[config.mk]
export PLATFORM = sky130hd
export DESIGN_NAME = calc_operand_select
export DESIGN_NICKNAME = d
export VERILOG_FILES = /design/src/rtl/calc_operand_select.sv
export SDC_FILE = /design/constraint.sdc
export NUM_CORES = 1
export LEC_CHECK = 0
export ABC_AREA = 1
export BUFFER_PORTS_ARGS = -buffer_cell sky130_fd_sc_hd__buf_2
export CORE_ASPECT_RATIO = 0.8
export CORE_UTILIZATION = 45
export CTS_CLUSTER_DIAMETER = 80
export CTS_CLUSTER_SIZE = 10
export DETAILED_ROUTE_END_ITERATION = 7
export PLACE_DENSITY = 0.82
export SKIP_CTS_REPAIR_TIMING = 1
export SYNTH_ARGS = -nofsm -noshare
export SYNTH_HDL_FRONTEND = slang
export SYNTH_SLANG_ARGS = --single-unit
export TNS_END_PERCENT = 10
[constraint.sdc]
create_clock -name clk -period 5.8 [get_ports clk]
set_input_delay 1.16 -clock clk [delete_from_list [all_inputs] [get_ports clk]]
set_output_delay 1.16 -clock clk [all_outputs]
set_load 0.01 [all_outputs]
[src/rtl/calc_operand_select.sv]
// calc_operand_select: entry-phase FSM and registered sign-magnitude operand/result selector
// Optional: OPSEL_BTN_SYNC_EN routes btnm through a 2-flop synchronizer before edge detection.
module calc_operand_select #(
    parameter int WIDTH    = 32,
    parameter int CODE_W   = 5,
    parameter int OP_MIN   = 10,
    parameter int OP_MAX   = 14,
    parameter int EQ_CODE  = 15,
    parameter int CLR_CODE = 16
) (
    input  logic              clk,
    input  logic              rst_n,
    input  logic [WIDTH-1:0]  num_a,
    input  logic [WIDTH-1:0]  num_b,
    input  logic [WIDTH-1:0]  result,
    input  logic [CODE_W-1:0] code,
    input  logic              btnm,
    output logic [WIDTH:0]    num_out,
    output logic [1:0]        phase,
    output logic [CODE_W-1:0] op_code,
    output logic              phase_chg
);
    typedef enum logic [1:0] {ENTER_A = 2'b00, ENTER_B = 2'b01, SHOW_RES = 2'b10} state_t;

    localparam logic [CODE_W-1:0] op_lo  = CODE_W'(OP_MIN);
    localparam logic [CODE_W-1:0] op_hi  = CODE_W'(OP_MAX);
    localparam logic [CODE_W-1:0] eq_cd  = CODE_W'(EQ_CODE);
    localparam logic [CODE_W-1:0] clr_cd = CODE_W'(CLR_CODE);

    state_t state, state_q;
    logic btn_c, btn_q, armed, click, is_op;
    logic [WIDTH-1:0] src, mag;

`ifdef OPSEL_BTN_SYNC_EN
    logic [1:0] sync;
    always_ff @(posedge clk or negedge rst_n)
        if (!rst_n) sync <= '0;
        else        sync <= {sync[0], btnm};
    assign btn_c = sync[1];
`else
    assign btn_c = btnm;
`endif

    // armed stays low until the button is seen released, so a press held through reset is ignored
    always_ff @(posedge clk or negedge rst_n)
        if (!rst_n) begin
            btn_q <= 1'b0;
            armed <= 1'b0;
        end else begin
            btn_q <= btn_c;
            armed <= armed | ~btn_c;
        end

    assign click = btn_c & ~btn_q & armed;
    assign is_op = (code >= op_lo) && (code <= op_hi);

    always_ff @(posedge clk or negedge rst_n)
        if (!rst_n) begin
            state   <= ENTER_A;
            op_code <= '0;
        end else begin
            case (state)
                ENTER_A:  if (click && code == clr_cd) op_code <= '0;
                          else if (click && is_op) begin
                              state   <= ENTER_B;
                              op_code <= code;
                          end
                ENTER_B:  if (click && code == clr_cd) begin
                              state   <= ENTER_A;
                              op_code <= '0;
                          end else if (click && code == eq_cd) state <= SHOW_RES;
                SHOW_RES: if (click && code == clr_cd) begin
                              state   <= ENTER_A;
                              op_code <= '0;
                          end else if (click && is_op) begin
                              state   <= ENTER_B;
                              op_code <= code;
                          end
                default:  state <= ENTER_A;
            endcase
        end

    assign phase = state;
    assign src   = state == ENTER_A ? num_a : state == ENTER_B ? num_b : result;
    assign mag   = src[WIDTH-1] ? -src : src;

    always_ff @(posedge clk or negedge rst_n)
        if (!rst_n) begin
            state_q   <= ENTER_A;
            phase_chg <= 1'b0;
            num_out   <= '0;
        end else begin
            state_q   <= state;
            phase_chg <= state != state_q;
            num_out   <= {src[WIDTH-1], mag};
        end
endmodule
==> impl_metrics.env, run 1 <==
export IMPL_cts_num_sinks=45
export IMPL_syn_num_nets=633
export IMPL_slew_violations=0
export IMPL_gr_total_overflow=0
export IMPL_drtAntennaViolNets=0
export IMPL_crit_required_ps=5990
export IMPL_place_inst=766
export IMPL_rsz0062_at_grt="no"
export IMPL_ys_warn_count=0
export IMPL_clkLatencyLatePin_ps=300
export IMPL_ys_ff_latch=45
export IMPL_path_class="reg2reg"
export IMPL_drive_gt1_share_pct=31.09
export IMPL_synthesis_area_sq_um=3502
export IMPL_first_iter_violations=178
export IMPL_fill_cells=745
export IMPL_synth_top_area_share_pct=32.15
export IMPL_post_synth_top_count_cell="nand2_1"
export IMPL_final_cells=774
export IMPL_avgSynthCellArea_sq_um=6.633
export IMPL_grt_max_degree=46
export IMPL_ioPinCount=145
export IMPL_finalCritPeriodShare_pct=47.64
export IMPL_reg2reg_from="phase[0]$_DFFE_PN0P_"
export IMPL_cts_htree_levels=2
export IMPL_status="complete, no violations"
export IMPL_async_reset_ff_share_pct=100.0
export IMPL_cts_tree="done"
export IMPL_hold_class="reg2reg"
export IMPL_maxCapViolCount=0
export IMPL_critical_path_startpoint="phase[0]$_DFFE_PN0P_"
export IMPL_core_sq_um=7462
export IMPL_globalplace_congestion=0.9130
export IMPL_cellPowerDensity_nw_per_um2=483.8
export IMPL_fmax_mhz=361.9
export IMPL_io_buffers=144
export IMPL_nets=773
export IMPL_worst_pin_slew_ps=1009
export IMPL_rows=28
export IMPL_ff2ff_setup_slack_ps=3040
export IMPL_yosysSeqAreaShare_pct=32.15
export IMPL_cts_buffers=5
export IMPL_arrival_ps=2950
export IMPL_wl_um=9909
export IMPL_relSlewSlack_pct=32.76
export IMPL_hold_end="armed$_DFF_PN0_"
export IMPL_peakVddDrop_mv=0.2155
export IMPL_p_total_uw=2114
export IMPL_hold_viol=0
export IMPL_via_count=3761
export IMPL_start_kind="register"
export IMPL_worst_path_max_fanout=30
export IMPL_hold_path_depth=2
export IMPL_synth_ff_type="dfrtp_1"
export IMPL_fp_dieW_um=100.6
export IMPL_syn_inst=528
export IMPL_reg2reg_depth=9
export IMPL_worstHoldStart="armed$_DFF_PN0_"
export IMPL_fin_setup_tns_ps=0
export IMPL_synth_edff_count=0
export IMPL_grt_total_usage_pct=25.94
export IMPL_synth_commonest_cells="189 x nand2_1, 67 x inv_1, 67 x nor2_1, 49 x nand3_1, 45 x dfrtp_1"
export IMPL_first_global_vias=3515
export IMPL_syn_to_final_growth_pct=24.76
export IMPL_n_antenna_cell=0
export IMPL_dieHeight_um=80.91
export IMPL_yosys_area_top_type="dfrtp_1"
export IMPL_cts_buffer_depth=2
export IMPL_vias_per_cell=4.859
export IMPL_worstSetupEndpointType="register"
export IMPL_post_drt_wl_per_cell_um=12.80
export IMPL_grt_pass1_wl_um=16480
export IMPL_fin_crit_ps=2763
export IMPL_p_leak_uw=0.002553
export IMPL_worstReg2RegEnd="num_out[2]$_DFF_PN0_"
export IMPL_firstDrtPassIters=4
export IMPL_drc=0
export IMPL_cts_clk_slew_worst_paths_ps=90
export IMPL_die_area_sq_um=8141
export IMPL_place_hpwl_um=8082
export IMPL_skew_ps=10.83
export IMPL_finalSetupViolCount=0
export IMPL_antenna_found_initial=0
export IMPL_clock_root_buffer="clkbuf_8"
export IMPL_yosysUniqueCellTypes=30
export IMPL_floorplan_initialDensity_pct=46.93
export IMPL_yosys_top_cells_area="dfrtp_1 32%, nand2_1 20%, inv_1 7.2%"
[routing by layer]
layer,wire [um],global-route usage [%]
met1,4853,36.15
met4,79,5.072
met3,556,4.389
met5,0,0
met2,4420,42.67
[state kept, by name, summed over array words and instances, names as in the netlist]
signal     count
num_out       33
btn_q          1
phase_chg      1
state_q        2
armed          1
phase          2
op_code        5
[critical path, stage by stage (launching register included)]
cell and delay [ps]:
dfrtp_1 370, buf_4 270, inv_2 200, nand2_4 120
o211ai_2 760, buf_4 350, inv_2 100, or2_2 290
xor2_1 130, inv_1 50
[stage by stage]
| step | setup slack, ps | utilization [%] | hold WS, ps | instance area [sq um] |
|---|---|---|---|---|
| floorplan | 3482 | - | 413.9 | 3502 |
| global placement | 2782 | 57.06 | 424.5 | 4258 |
| detailed placement | 2744 | 57.06 | 435.1 | 4258 |
| CTS | 3040 | 58.55 | 457.0 | 4369 |
| global route | 2845 | 58.55 | 492.1 | 4369 |
| finish | 3037 | 58.55 | 448.8 | 4369 |
[logic make-up (layout without fill, tap and decap cells)]
| group | after synthesis | after routing | share of synthesized area [%] |
|---|---|---|---|
| buffers and inverters | 87 | 228 | 11.29 |
| AO/OA/AOI/OAI | 13 | 13 | 2.572 |
| XOR/XNOR | 18 | 18 | 4.502 |
| AND/OR/NAND/NOR | 364 | 364 | 49.12 |
| adder cells (fa/ha/maj) | 1 | 1 | 0.3572 |
| flip-flops | 45 | 45 | 32.15 |
[placed cells by master (no fill, tap or decap)]
| cell | netlist | routed |
|---|---|---|
| o211ai_2 | 1 | 1 |
| o21ai_1 | 5 | 5 |
| nand3_4 | 4 | 4 |
| a21oi_1 | 1 | 1 |
| nor2_1 | 67 | 67 |
| nand2_4 | 4 | 4 |
| buf_2 | 5 | 144 |
| clkbuf_8 | 0 | 5 |
| o21ai_4 | 1 | 1 |
| dfrtp_1 | 45 | 45 |
| o21a_1 | 1 | 1 |
| o21ai_0 | 3 | 3 |
| nand2_1 | 189 | 189 |
| nor3_1 | 3 | 3 |
| xnor2_1 | 2 | 2 |
| buf_4 | 2 | 3 |
| inv_2 | 5 | 5 |
| or2_2 | 1 | 1 |
| nand2_2 | 6 | 6 |
| bufinv_16 | 0 | 1 |
| nand3_2 | 17 | 17 |
| ha_1 | 1 | 1 |
| nor2_4 | 4 | 4 |
| clkbuf_1 | 0 | 1 |
| nor4_1 | 1 | 1 |
| inv_1 | 67 | 67 |
| a221oi_1 | 1 | 1 |
| xor2_1 | 16 | 16 |
| clkinv_4 | 0 | 1 |
| nand4_1 | 9 | 9 |
| inv_4 | 1 | 1 |
| nand3_1 | 49 | 49 |
| nor2_2 | 10 | 10 |
[area by class of cell]
class                           count  area [sq um]  share of cell area [%]
Timing Repair Buffer              147         743.2                   17.01
Tap cell                          105         131.4                   3.007
Multi-Input combinational cell    396          1981                   45.33
Inverter                           73         276.5                   6.329
Clock buffer                        6         72.57                   1.661
Clock inverter                      2         38.79                  0.8877
Sequential cell                    45          1126                   25.77
[how the worst max path moves through the flow]
| stage | to | slack, ps |
|---|---|---|
| global placement | num_out[2]$_DFF_PN0_ | 2780 |
| floorplan | num_out[18]$_DFF_PN0_ | 3480 |
| detailed placement | num_out[2]$_DFF_PN0_ | 2740 |
| CTS | num_out[2]$_DFF_PN0_ | 3040 |
| global route | num_out[2]$_DFF_PN0_ | 2850 |
| finish | num_out[2]$_DFF_PN0_ | 3040 |
[report_power, final]
part	switching (uW)	internal, uW	total [uW]
clock network	111	129	241
registers	40.4	457	497
logic	925	451	1380
No activity file was read; power rests on OpenSTA's default activity.
==> inputs of run 2 (changes only) <==
==> constraint.sdc (replaced) <==
create_clock -name clk -period 2.6 [get_ports clk]
set_input_delay 0.52 -clock clk [delete_from_list [all_inputs] [get_ports clk]]
set_output_delay 0.52 -clock clk [all_outputs]
set_load 0.01 [all_outputs]
==> impl_metrics.env, run 2 (same netlist as run 1, synthesis figures left out) <==
export IMPL_floorplan_initialDensity_pct=46.93
export IMPL_hold_viol=0
export IMPL_post_drt_wl_per_cell_um=13.37
export IMPL_dieHeight_um=80.91
export IMPL_slew_violations=0
export IMPL_first_iter_violations=210
export IMPL_maxCapViolCount=0
export IMPL_fin_crit_ps=2270
export IMPL_fmax_mhz=440.6
export IMPL_mostFrequentLayoutCells="189 x nand2_1, 144 x buf_2, 67 x inv_1, 67 x nor2_1, 49 x nand3_1"
export IMPL_ioPinCount=145
export IMPL_grt_max_degree=27
export IMPL_skew_ps=12.42
export IMPL_largest_reg_flops=33
export IMPL_switching_share_pct=52.03
export IMPL_drive_gt1_share_pct=31.55
export IMPL_finalSetupViolCount=0
export IMPL_cts_num_sinks=45
export IMPL_clock_root_buffer="clkbuf_8"
export IMPL_globalplace_congestion=0.9630
export IMPL_drc=0
export IMPL_slowest_delay_ps=520
export IMPL_start_kind="register"
export IMPL_crit_required_ps=2820
export IMPL_hold_class="in2async"
export IMPL_cellPowerDensity_nw_per_um2=1066
export IMPL_grt_total_usage_pct=26.04
export IMPL_fp_dieW_um=100.6
export IMPL_rows=28
export IMPL_relSlewSlack_pct=60.47
export IMPL_worstSetupEndpointType="register"
export IMPL_fin_setup_tns_ps=0
export IMPL_crit_buf_inv=2
export IMPL_cts_buffer_depth=2
export IMPL_path_common_cell="nand2_1"
export IMPL_rsz0062_at_grt="no"
export IMPL_io_buffers=144
export IMPL_gr_total_overflow=0
export IMPL_grt_pass1_wl_um=16460
export IMPL_nets=776
export IMPL_arrival_ps=2490
export IMPL_cts_buffers=5
export IMPL_status="complete, no violations"
export IMPL_cts_clk_slew_worst_paths_ps=100
export IMPL_die_area_sq_um=8141
export IMPL_p_clk_share_pct=9.7
export IMPL_finalCritPeriodShare_pct=87.30
export IMPL_cts_tree="done"
export IMPL_drtAntennaViolNets=0
export IMPL_n_antenna_cell=0
export IMPL_slowest_stage="dfrtp_1"
export IMPL_syn_to_final_growth_pct=24.90
export IMPL_p_total_uw=4662
export IMPL_firstDrtPassIters=5
export IMPL_cts_htree_levels=2
export IMPL_final_common_cell="nand2_1"
export IMPL_vias_per_cell=4.912
export IMPL_worst_pin_slew_ps=592.9
export IMPL_path_class="reg2reg"
export IMPL_core_sq_um=7462
export IMPL_worst_path_max_fanout=25
export IMPL_switchingPower_uw=2426
export IMPL_crit_path_cell_trace="nor2_4, nand2_1, nand3_2, inv_1, ha_1, nand2_1, nor2_1, nand2_1, nand2_2, nand3_1, nand2_1, nand2_1, inv_1"
export IMPL_wl_um=10390
export IMPL_clkLatencyLatePin_ps=310
export IMPL_pwr_share_seq_pct=24.1
export IMPL_place_hpwl_um=8674
export IMPL_combPwrFrac_pct=66.2
export IMPL_top_regs="num_out x33, op_code x5"
export IMPL_peakVddDrop_mv=0.5758
export IMPL_worst_path_dominant_cell_family="simple AND/OR/NAND/NOR gates"
export IMPL_p_int_uw=2236
export IMPL_first_global_vias=3557
export IMPL_p_leak_uw=0.002557
export IMPL_largest_register="num_out"
export IMPL_via_count=3817
export IMPL_antenna_found_initial=0
==> run 2: changes by cell type in the layout (fill, tap and decap cells not counted) <==
cell,previous run,this run
bufinv_16,1,0
clkinvlp_4,0,1
inv_6,0,1
buf_4,3,6
clkbuf_1,1,0
==> run 2: final cells by class <==
type,instances,area (sq um)
Tap cell,105,131.4
Inverter,73,276.5
Multi-Input combinational cell,396,1981
Timing Repair Buffer,150,765.7
Clock buffer,5,68.82
Fill cell,743,3088
Sequential cell,45,1126
Clock inverter,3,25.02
==> run 2: per-stage QoR <==
step / cells / util (%) / hold WS [ps] / cell area, sq um / worst slack (ps)
global placement: 769 / 57.36 / 424.7 / 4280 / 442.7
detailed placement: 769 / 57.36 / 431.4 / 4280 / 339.3
finish: 777 / 58.62 / 164.5 / 4374 / 330.2
CTS: 777 / 58.62 / 182.4 / 4374 / 338.9
global route: 777 / 58.62 / 204.5 / 4374 / 108.6
floorplan: 528 / - / 224.4 / 3502 / 682.8
==> run 2: routing by layer <==
| layer | up-vias | track usage (%) | share of wire [%] |
|---|---|---|---|
| met5 | - | 0 | 0 |
| met4 | 0 | 4.058 | 0.59 |
| met3 | 12 | 5.077 | 7.6 |
| li1 | 1907 | - | - |
| met1 | 1743 | 35.72 | 47 |
| met2 | 155 | 43.49 | 45 |
==> run 2: worst paths after layout <==
check	startpoint	endpoint	slack [ps]	depth (start not counted)
setup reg to reg	phase[0]$_DFFE_PN0P_	num_out[30]$_DFF_PN0_	330	13
min in group clk	btnm	btn_q$_DFF_PN0_	350	1
setup / recovery	phase[0]$_DFFE_PN0P_	num_out[30]$_DFF_PN0_	330	13
hold / removal	rst_n	num_out[3]$_DFF_PN0_	160	1
hold reg to reg	armed$_DFF_PN0_	armed$_DFF_PN0_	450	2
max in group asynchronous	rst_n	num_out[18]$_DFF_PN0_	1750	2
==> run 2: power groups by stage <==
stage,combinational [uW],sequential [uW],clock (uW)
floorplan,2090,1290,0
global placement,2990,1140,0
detailed placement,3050,1140,0
CTS,3060,1130,461
global route,3440,1150,488
finish,3090,1130,451
